`src/rtl/dec_imm_pkg.sv`:
```
// Shared opcode/funct constants, encodings and stage bundles
// for the decode/immediate stage of the pipelined MIPS core.
package dec_imm_pkg;

  localparam logic [5:0] OP_RTYPE = 6'h00;
  localparam logic [5:0] OP_ORI   = 6'h0D;
  localparam logic [5:0] OP_LUI   = 6'h0F;
  localparam logic [5:0] OP_ADDIU = 6'h09;
  localparam logic [5:0] OP_LW    = 6'h23;
  localparam logic [5:0] OP_SW    = 6'h2B;
  localparam logic [5:0] OP_BEQ   = 6'h04;
  localparam logic [5:0] OP_J     = 6'h02;
  localparam logic [5:0] OP_JAL   = 6'h03;

  localparam logic [5:0] FN_ADDU  = 6'h21;
  localparam logic [5:0] FN_SUBU  = 6'h23;
  localparam logic [5:0] FN_JR    = 6'h08;

  typedef enum logic [1:0] {
    ALU_ADD   = 2'b00,
    ALU_SUB   = 2'b01,
    ALU_OR    = 2'b10,
    ALU_PASSB = 2'b11
  } aluop_e;

  typedef enum logic [1:0] {
    EXT_ZERO = 2'b00,
    EXT_SIGN = 2'b01,
    EXT_LUI  = 2'b10
  } ext_mode_e;

  typedef struct packed {
    logic [4:0] wa;
    logic       regwrite;
    logic       memread;
    logic       memwrite;
    logic       alusrc;
    aluop_e     aluop;
  } ctrl_t;

  typedef struct packed {
    logic [31:0] imm32;
    logic [4:0]  rs;
    logic [4:0]  rt;
    ctrl_t       ctrl;
    logic        valid;
    logic        illegal;
  } id_ex_t;

endpackage

```
`src/rtl/dec_imm_stage_main.sv`:
```
// Main instruction decoder: extender mode, control bundle,
// register-use flags and illegal-instruction flag.
module dec_main
  import dec_imm_pkg::*;
(
  input  logic [31:0] instr,
  output ext_mode_e   ext_mode,
  output ctrl_t       ctrl,
  output logic        rs_use,
  output logic        rt_use,
  output logic        illegal
);

  logic [5:0] op;
  logic [5:0] fn;
  logic [4:0] rt;
  logic [4:0] rd;
  logic       unused_fields;

  assign op = instr[31:26];
  assign fn = instr[5:0];
  assign rt = instr[20:16];
  assign rd = instr[15:11];
  assign unused_fields = ^{instr[25:21], instr[10:6]};

  logic is_r, is_addu, is_subu, is_jr;
  logic is_ori, is_lui, is_addiu, is_lw;
  logic is_sw, is_beq, is_j, is_jal;

  assign is_r     = (op == OP_RTYPE);
  assign is_addu  = is_r && (fn == FN_ADDU);
  assign is_subu  = is_r && (fn == FN_SUBU);
  assign is_jr    = is_r && (fn == FN_JR);
  assign is_ori   = (op == OP_ORI);
  assign is_lui   = (op == OP_LUI);
  assign is_addiu = (op == OP_ADDIU);
  assign is_lw    = (op == OP_LW);
  assign is_sw    = (op == OP_SW);
  assign is_beq   = (op == OP_BEQ);
  assign is_j     = (op == OP_J);
  assign is_jal   = (op == OP_JAL);

  // Use flags follow the opcode class, legal or not.
  assign rs_use = !(is_j || is_jal || is_lui);
  assign rt_use = is_r || is_sw || is_beq;

  always_comb begin
    ctrl     = '0;
    ext_mode = EXT_ZERO;
    illegal  = 1'b0;
    unique case (1'b1)
      is_addu: begin
        ctrl.wa       = rd;
        ctrl.regwrite = 1'b1;
        ctrl.aluop    = ALU_ADD;
      end
      is_subu: begin
        ctrl.wa       = rd;
        ctrl.regwrite = 1'b1;
        ctrl.aluop    = ALU_SUB;
      end
      is_jr: begin
        ctrl.aluop = ALU_ADD;
      end
      is_ori: begin
        ctrl.wa       = rt;
        ctrl.regwrite = 1'b1;
        ctrl.alusrc   = 1'b1;
        ctrl.aluop    = ALU_OR;
      end
      is_lui: begin
        ext_mode      = EXT_LUI;
        ctrl.wa       = rt;
        ctrl.regwrite = 1'b1;
        ctrl.alusrc   = 1'b1;
        ctrl.aluop    = ALU_PASSB;
      end
      is_addiu: begin
        ext_mode      = EXT_SIGN;
        ctrl.wa       = rt;
        ctrl.regwrite = 1'b1;
        ctrl.alusrc   = 1'b1;
        ctrl.aluop    = ALU_ADD;
      end
      is_lw: begin
        ext_mode      = EXT_SIGN;
        ctrl.wa       = rt;
        ctrl.regwrite = 1'b1;
        ctrl.memread  = 1'b1;
        ctrl.alusrc   = 1'b1;
        ctrl.aluop    = ALU_ADD;
      end
      is_sw: begin
        ext_mode      = EXT_SIGN;
        ctrl.memwrite = 1'b1;
        ctrl.alusrc   = 1'b1;
        ctrl.aluop    = ALU_ADD;
      end
      is_beq: begin
        ext_mode   = EXT_SIGN;
        ctrl.aluop = ALU_SUB;
      end
      is_j: begin
        ctrl.aluop = ALU_ADD;
      end
      is_jal: begin
        ctrl.wa       = 5'd31;
        ctrl.regwrite = 1'b1;
        ctrl.aluop    = ALU_ADD;
      end
      default: begin
        illegal = 1'b1;
      end
    endcase
  end

endmodule

```
`src/rtl/dec_imm_stage.sv`:
```
// Decode stage: immediate extension, load-use hazard bubble,
// D/E pipeline register and saturating stall counter.
module dec_imm_stage
  import dec_imm_pkg::*;
#(
  parameter int LOAD_USE_STALL = 1,
  parameter int STALL_CNT_W    = 16
) (
  input  logic                   clk,
  input  logic                   reset,
  input  logic [31:0]            instr_d,
  input  logic                   valid_d,
  input  logic                   flush_i,
  output logic                   stall_o,
  output logic [31:0]            imm32_e,
  output logic [4:0]             rs_e,
  output logic [4:0]             rt_e,
  output logic [4:0]             wa_e,
  output logic                   regwrite_e,
  output logic                   memread_e,
  output logic                   memwrite_e,
  output logic                   alusrc_e,
  output logic [1:0]             aluop_e,
  output logic                   valid_e,
  output logic                   illegal_e,
  output logic [STALL_CNT_W-1:0] stall_cnt
);

  ext_mode_e ext_mode;
  ctrl_t     ctrl_dec;
  logic      rs_use;
  logic      rt_use;
  logic      illegal_dec;

  dec_main u_dec (
    .instr    (instr_d),
    .ext_mode (ext_mode),
    .ctrl     (ctrl_dec),
    .rs_use   (rs_use),
    .rt_use   (rt_use),
    .illegal  (illegal_dec)
  );

  logic [4:0]  rs_d;
  logic [4:0]  rt_d;
  logic [15:0] imm16;
  logic [31:0] imm32_d;

  assign rs_d  = instr_d[25:21];
  assign rt_d  = instr_d[20:16];
  assign imm16 = instr_d[15:0];

  always_comb begin
    imm32_d = {16'h0000, imm16};
    case (ext_mode)
      EXT_SIGN: imm32_d = {{16{imm16[15]}}, imm16};
      EXT_LUI:  imm32_d = {imm16, 16'h0000};
      default:  imm32_d = {16'h0000, imm16};
    endcase
  end

  id_ex_t                 e_q;
  id_ex_t                 e_d;
  logic [STALL_CNT_W-1:0] cnt_q;
  logic [STALL_CNT_W-1:0] cnt_d;

  logic hit_rs;
  logic hit_rt;

  assign hit_rs = rs_use && (rs_d == e_q.rt);
  assign hit_rt = rt_use && (rt_d == e_q.rt);

  // Only a load still in E can create a hazard; the bubble clears it.
  assign stall_o = (LOAD_USE_STALL != 0)
                && e_q.valid
                && e_q.ctrl.memread
                && (e_q.rt != 5'd0)
                && valid_d
                && (hit_rs || hit_rt);

  always_comb begin
    e_d   = '0;
    cnt_d = cnt_q;
    if (!(flush_i || stall_o || !valid_d)) begin
      e_d.imm32   = imm32_d;
      e_d.rs      = rs_d;
      e_d.rt      = rt_d;
      e_d.ctrl    = ctrl_dec;
      e_d.valid   = 1'b1;
      e_d.illegal = illegal_dec;
    end
    if (stall_o && !flush_i && (cnt_q != '1)) begin
      cnt_d = cnt_q + STALL_CNT_W'(1);
    end
  end

  always_ff @(posedge clk) begin
    if (reset) begin
      e_q   <= '0;
      cnt_q <= '0;
    end else begin
      e_q   <= e_d;
      cnt_q <= cnt_d;
    end
  end

  assign imm32_e    = e_q.imm32;
  assign rs_e       = e_q.rs;
  assign rt_e       = e_q.rt;
  assign wa_e       = e_q.ctrl.wa;
  assign regwrite_e = e_q.ctrl.regwrite;
  assign memread_e  = e_q.ctrl.memread;
  assign memwrite_e = e_q.ctrl.memwrite;
  assign alusrc_e   = e_q.ctrl.alusrc;
  assign aluop_e    = e_q.ctrl.aluop;
  assign valid_e    = e_q.valid;
  assign illegal_e  = e_q.illegal;
  assign stall_cnt  = cnt_q;

endmodule

```
`config.mk`:
```
export PLATFORM = sky130hd
export DESIGN_NAME = dec_imm_stage
export DESIGN_NICKNAME = d
export VERILOG_FILES = /design/src/rtl/dec_imm_pkg.sv /design/src/rtl/dec_imm_stage_main.sv /design/src/rtl/dec_imm_stage.sv
export SDC_FILE = /design/constraint.sdc
export NUM_CORES = 1
export LEC_CHECK = 0
export ABC_CLOCK_PERIOD_IN_PS = 6850
export CAP_MARGIN = 20
export CORE_MARGIN = 2
export CORE_UTILIZATION = 48
export DETAILED_ROUTE_END_ITERATION = 10
export GPL_TIMING_DRIVEN = 0
export HOLD_SLACK_MARGIN = 0.06
export PLACE_DENSITY = 0.92
export SLEW_MARGIN = 20
export SYNTH_ARGS = -nofsm -noshare
export SYNTH_HDL_FRONTEND = slang
export SYNTH_SLANG_ARGS = --single-unit
```
`constraint.sdc`:
```
create_clock -name clk -period 6.85 [get_ports clk]
set_input_delay 1.0275 -clock clk [delete_from_list [all_inputs] [get_ports clk]]
set_output_delay 1.0275 -clock clk [all_outputs]
set_load 0.02 [all_outputs]
```
* Word-level counts from Yosys, hierarchy flattened
Index checks and enable logic that the tools add are counted.
Operators by class: $add $sub $neg 1, equality and inequality tests 16, multiplexer cells 9, reductions and logical operators 30
Operators by type and width (count):
- $pmux 32 s2 | 1
- $eq 6x4->1 const B | 4
- $eq 6x6->1 const B | 4
- $pmux 6 s3 | 1
- $add 16x1->16 const B | 1
- $ne 16x16->1 const B | 1
- $eq 6x2->1 const B | 2
- $logic_and 1x1->1 | 11
- $reduce_or 11->1 | 1
- $eq 5x5->1 | 2
- $reduce_or 4->1 | 2
- $logic_or 1x1->1 | 7
- $eq 6x3->1 const B | 1
- $logic_not 6->1 | 1
- $pmux 2 s3 | 1
- $reduce_or 2->1 | 3
- $reduce_bool 5->1 | 1
- $reduce_or 5->1 | 1
- $mux 1 | 4
- $pmux 2 s2 | 1
- $logic_not 1->1 | 3
- $eq 2x1->1 const B | 1
- $eq 2x2->1 const B | 1
- $mux 2 | 1
Storage, ports and cells: bits in registers 71, bits of input ports 36, output and inout bits 72, logic and storage cells 68

* Longest topological paths before layout
word-level depth 10, depth in mapped cells 10, gate-level depth less buffers 8

* Cells and area by module
A second synthesis with hierarchy kept.
Second synthesis, totals: cell total of the unflattened synthesis 333, area, all modules 3072.9 um2
By module, submodules not included:
- dec_imm_stage | times used 1, cells an instance 275, area an instance 2696.3 um2, seq. area each 1421.4 um2
- dec_main | times used 1, cells an instance 58, area an instance 376.6 um2, seq. area each 0.0 um2

* Worst setup path after synthesis
OpenSTA, ideal clock, no wires.
path kind in2out, start input port instr_d[31], end output port stall_o, data arrival time 1.868 ns, data required time 5.822 ns, slack 3.955 ns, cell stages on the path 5, path buffers 1, cell sequence buf_4 > nor4_1 > a21oi_1 > nand4b_1 > nand2_1
On the way: longest elaborated chain between the ends 7, elaborated cells between the ends (all ways) 15, classes of those cells eq/ne: 5; reduce/logical: 10
Ends and longest elaborated chain:
- start: declaration | RTL line dec_imm_stage.sv:11 | input logic [31:0] instr_d,
- $eq 6x2->1 (on tied branches) | RTL line dec_imm_stage_main.sv:40, dec_imm_stage_main.sv:41
- $logic_or 1x1->1 (2 in a row) | RTL line dec_imm_stage_main.sv:44 | assign rs_use = !(is_j || is_jal || is_lui);
- $logic_not 1->1 | RTL line dec_imm_stage_main.sv:44
- $logic_and 1x1->1 | RTL line dec_imm_stage.sv:70 | assign hit_rs = rs_use && (rs_d == e_q.rt);
- $logic_or 1x1->1 * | RTL line dec_imm_stage.sv:79 | && (hit_rs || hit_rt);
- $logic_and 1x1->1 * | RTL line dec_imm_stage.sv:79
- end: declaration | RTL line dec_imm_stage.sv:14 | output logic stall_o,
Every way passes the cells marked *; elsewhere a longest branch is shown, timed or not.

* Worst setup path in the final report
start input port instr_d[18], end output port stall_o
On the way: longest elaborated chain between the ends 4
Ends and longest elaborated chain:
- $eq 5x5->1 | RTL line dec_imm_stage.sv:71 | assign hit_rt = rt_use && (rt_d == e_q.rt);
- $logic_and 1x1->1 | RTL line dec_imm_stage.sv:71
- $logic_or 1x1->1 | RTL line dec_imm_stage.sv:79
- $logic_and 1x1->1 | RTL line dec_imm_stage.sv:79
No other way between the ends.

==> impl.org <==
** Global route
- Global-route wire length before repair :: 12700 um
- The initial antenna violation count is 0.
- Aggregate global routing overflow :: 0
- In this run the most used layer during global routing was met2.
- The via count of the first global-routing pass came to 2641.
- Met2 capacity usage during global routing :: a little over two fifths
- Largest net degree at the start of global routing :: 13
- Global routing used 5.54% of the available met3 tracks.
- Global routing used approximately a quarter of the available tracks.
- Met1 Use GR :: between 20 and 30%

** Timing
- Total Negative Setup Slacks :: 0 ns
- Final setup viols :: 0
- Once routing completed, OpenROAD measured the worst setup slack at around 2.8 ns.
- The final number of max-transition violations was 0.
- Maximum clock frequency :: 244 MHz
- Endpoints failing hold :: 0
- Final clock skew :: 0.00902 ns
- Measured against its own limit, the worst slew margin works out to 65.0%.
- Actual transition at the worst max-transition pin :: 0.523 ns
- Final period utilization :: 59.8%
- After layout, the minimum clock period comes to approximately 4 ns.
- Setup repair after global routing missed its margin :: false

** Synthesis
- Top area cells in the synthesized netlist :: dfxtp_1 (48%), a21oi_1 (6.1%), and2_1 (5.5%), nand2_1 (4.3%), nand3_1 (2.2%)
- Post-Synthesis Cells :: 321
- In this run, synthesis inferred 0 flip-flops with an integrated enable.
- The number of nets in the synthesized netlist is between 300 and 400.
- Synth cell count leaders :: dfxtp_1 (71), a21oi_1 (36), nand2_1 (34)
- Most common flop cell mapped by yosys :: dfxtp_1
- Yosys printed 0 warnings.
- Cell area after technology mapping :: 2950 sq um
- Summed over its instances, the top area cell type makes up approximately half of the synthesized netlist area.
- After synthesis, the share of flip-flops with an asynchronous set or reset is 0%.
- After synthesis the netlist holds a flip-flop and latch count of 71.
- Syn_area_per_cell :: 9.19 sq um
- Cell type with the highest aggregate area in the netlist :: dfxtp_1
- The share of the Yosys chip area taken by registers is 48.2%.
- Distinct cell type count after synthesis :: 50
- dfxtp_1 is the most common cell in the netlist.

** Worst hold path
- The tightest min-delay check is of the reg -> reg type.
- The worst hold path passes through 2 cells.

** Power and ir drop
- For this design the static power due to leakage is between 1.5 and 2 nW.
- Max IR drop VDD :: 132 uV
- In this run the power density over the cells is between 200 and 250 nW/um^2.

** Critical path
- Startpoint kind of the worst setup timing path :: input pin
- Data arrival, critical path :: 3.07 ns
- For the worst setup path, the data required time is 5.82 ns.
- Maximum fanout along the worst path :: 3
- Critical Path End Type :: primary output
- Worst setup slack for register-to-register paths :: 4.51 ns
- The number of cells on the worst reg-to-reg path is 7.
- The critical path is of the in -> out type.

** CTS
- Clock Latency Late Sink :: 0.34 ns
- For this design, the CTS-stage hold fixing added 0 buffers.
- Deepest clock path buffer count :: 2
- TritonCTS built the clock tree.
- CTS saw 71 sinks.
- After clock tree synthesis, the clock-pin slew on the worst setup and hold paths is 0.07 ns.
- Resize count post-CTS :: 0
- The tree is rooted in a clkbuf_8.
- Buffers inserted during clock tree synthesis total 9.
- Setup bufs post-CTS :: 0
- Number of H-tree levels :: 3

** Route
- Final routed wirelength across all metal layers :: 8160 um
- DRC violation count after routing :: 0
- The count of nets left with antenna violations once routing finished came out at 0.
- Summing over every cut layer, the via total after detailed routing is 2838.
- Dividing the detail-routed wire length by the instance count gives between 15 and 20 um.
- Vias per cell :: 5.50
- The pre-antenna-repair detailed-routing pass consisted of 4 iterations.
- Number of design-rule violations left by the first detailed-router iteration :: 159

** Place
- The count of buffers added on input and output ports is 104.
- Final estimated routing congestion in global placement :: 0.847
- Including well taps, the total number of placed cells is 500.
- The wire-length estimate of the detail-placed layout is approximately 6000 um.
- Timing analysis after detailed placement gives a worst setup slack of between 2 and 3 ns.

** Floorplanning
- Standard-cell rows :: 28
- Top-level port count :: between 100 and 150
- Die span in y :: 82.4 um
- The die covers about 6800 sq um.
- The floorplan step defined a core boundary enclosing approximately 5900 sq um.
- Initial Util :: 49.9%
- Chip width :: approximately 82 um

** Job
- # Max-Cap Violations :: 0

** Finish
- Final Non-Filler Cells :: between 500 and 600
- After filler insertion, the fill cell instance count of the layout stands at 441.
- Multi-input logic area :: 1390 sq um
- Sequential cell area :: 1420 sq um
- The repair_antennas step left the layout with diodes totalling 0.
- The post-route netlist has 8.16% of its cells at a drive strength greater than 1.
- Fin nets :: 475
- Relative to the synthesized area, the layout overhead comes to 46.0%.

** Status
- The flow ran to the end, and the final reports show no timing, DRC or antenna violations.
kinds of logic (layout without fill, tap and decap cells):
family                   count (synthesis)  in the layout  synth area share (%)
AND/OR/NAND/NOR                        149            149                  29.4
flip-flops                              71             71                  48.2
AO/OA/AOI/OAI                           62             62                  12.2
buffers and inverters                   23            143                  4.83
XOR/XNOR                                10             10                  2.97
adder cells (fa/ha/maj)                  3              3                  1.27
multiplexers                             3              3                  1.14
worst max-delay path, stage by stage:
cell and delay (ns):
clkdlybuf4s50_1 0.48, xor2_1 0.20, nor4_1 0.41, nand4b_1 0.19
nand2_1 0.15, clkdlybuf4s50_1 0.61
cell usage in the layout (no fill, tap or decap), drive strengths merged, types with 2 or more instances in the layout:
| master | netlist | layout |
|---|---|---|
| o31ai | 5 | 5 |
| nand2 | 34 | 34 |
| nand3 | 14 | 14 |
| or4 | 4 | 4 |
| and4b | 2 | 2 |
| or3 | 12 | 12 |
| xor2 | 7 | 7 |
| nand2b | 3 | 3 |
| bufinv | 0 | 2 |
| and3 | 7 | 7 |
| nand4b | 5 | 5 |
| a31oi | 6 | 6 |
| inv | 5 | 5 |
| nor3 | 3 | 3 |
| and2 | 26 | 26 |
| nor2 | 15 | 15 |
| mux2 | 3 | 3 |
| nand4 | 3 | 3 |
| nor2b | 4 | 4 |
| buf | 7 | 7 |
| nor4 | 4 | 4 |
| nor3b | 4 | 4 |
| ha | 3 | 3 |
| xnor2 | 3 | 3 |
| o21ai | 10 | 10 |
| a21oi | 36 | 36 |
| clkinv | 0 | 2 |
| dfxtp | 71 | 71 |
| clkdlybuf4s50 | 0 | 104 |
| nand3b | 2 | 2 |
| clkbuf | 11 | 22 |
worst paths after layout:
kind,start,endpoint
setup reg to reg,rt_e[3]$_SDFF_PP0_,imm32_e[14]$_SDFF_PP0_
hold / removal,stall_cnt[9]$_SDFFE_PP0P_,stall_cnt[9]$_SDFFE_PP0P_
setup / recovery,instr_d[18],stall_o
hold reg to reg,stall_cnt[9]$_SDFFE_PP0P_,stall_cnt[9]$_SDFFE_PP0P_
where the power goes:
part           switching (mW)  internal, mW
logic                  0.0356        0.0383
registers             0.00233         0.417
clock network           0.155         0.215
total                   0.193         0.671
per-layer routing:
layer	wire length, um	up-vias
li1	-	1359
met1	3350	1324
met2	4020	138
met3	605	17
met4	187	0
met5	0	-
through the flow:
step	total power, mW	util [%]	hold slack, ns	area (sq um)
6_report	0.864	72.8	0.512	4310
5_1_grt	0.888	72.8	0.520	4310
4_1_cts	0.866	72.8	0.509	4310
3_5_place_dp	0.502	69.0	0.499	4090
3_3_place_gp	0.500	69.0	0.477	4090
2_1_floorplan	0.461	-	0.557	2950
flip-flops by register name, summed over array words and instances, names as in the netlist:
signal      count
rs_e            5
aluop_e         2
memread_e       1
wa_e            5
alusrc_e        1
illegal_e       1
regwrite_e      1
memwrite_e      1
imm32_e        32
valid_e         1
rt_e            5
stall_cnt      16
final cells by class:
class                      count  area share (%)
sequential                    71            33.0
multi-input combinational    227            32.2
timing repair buffer         104            24.2
clock buffer                  11            3.28
buffer                        18            2.87
tap                           75            2.18
clock inverter                 5            1.89
inverter                       5           0.436
No activity file was read; power rests on OpenSTA's default activity.
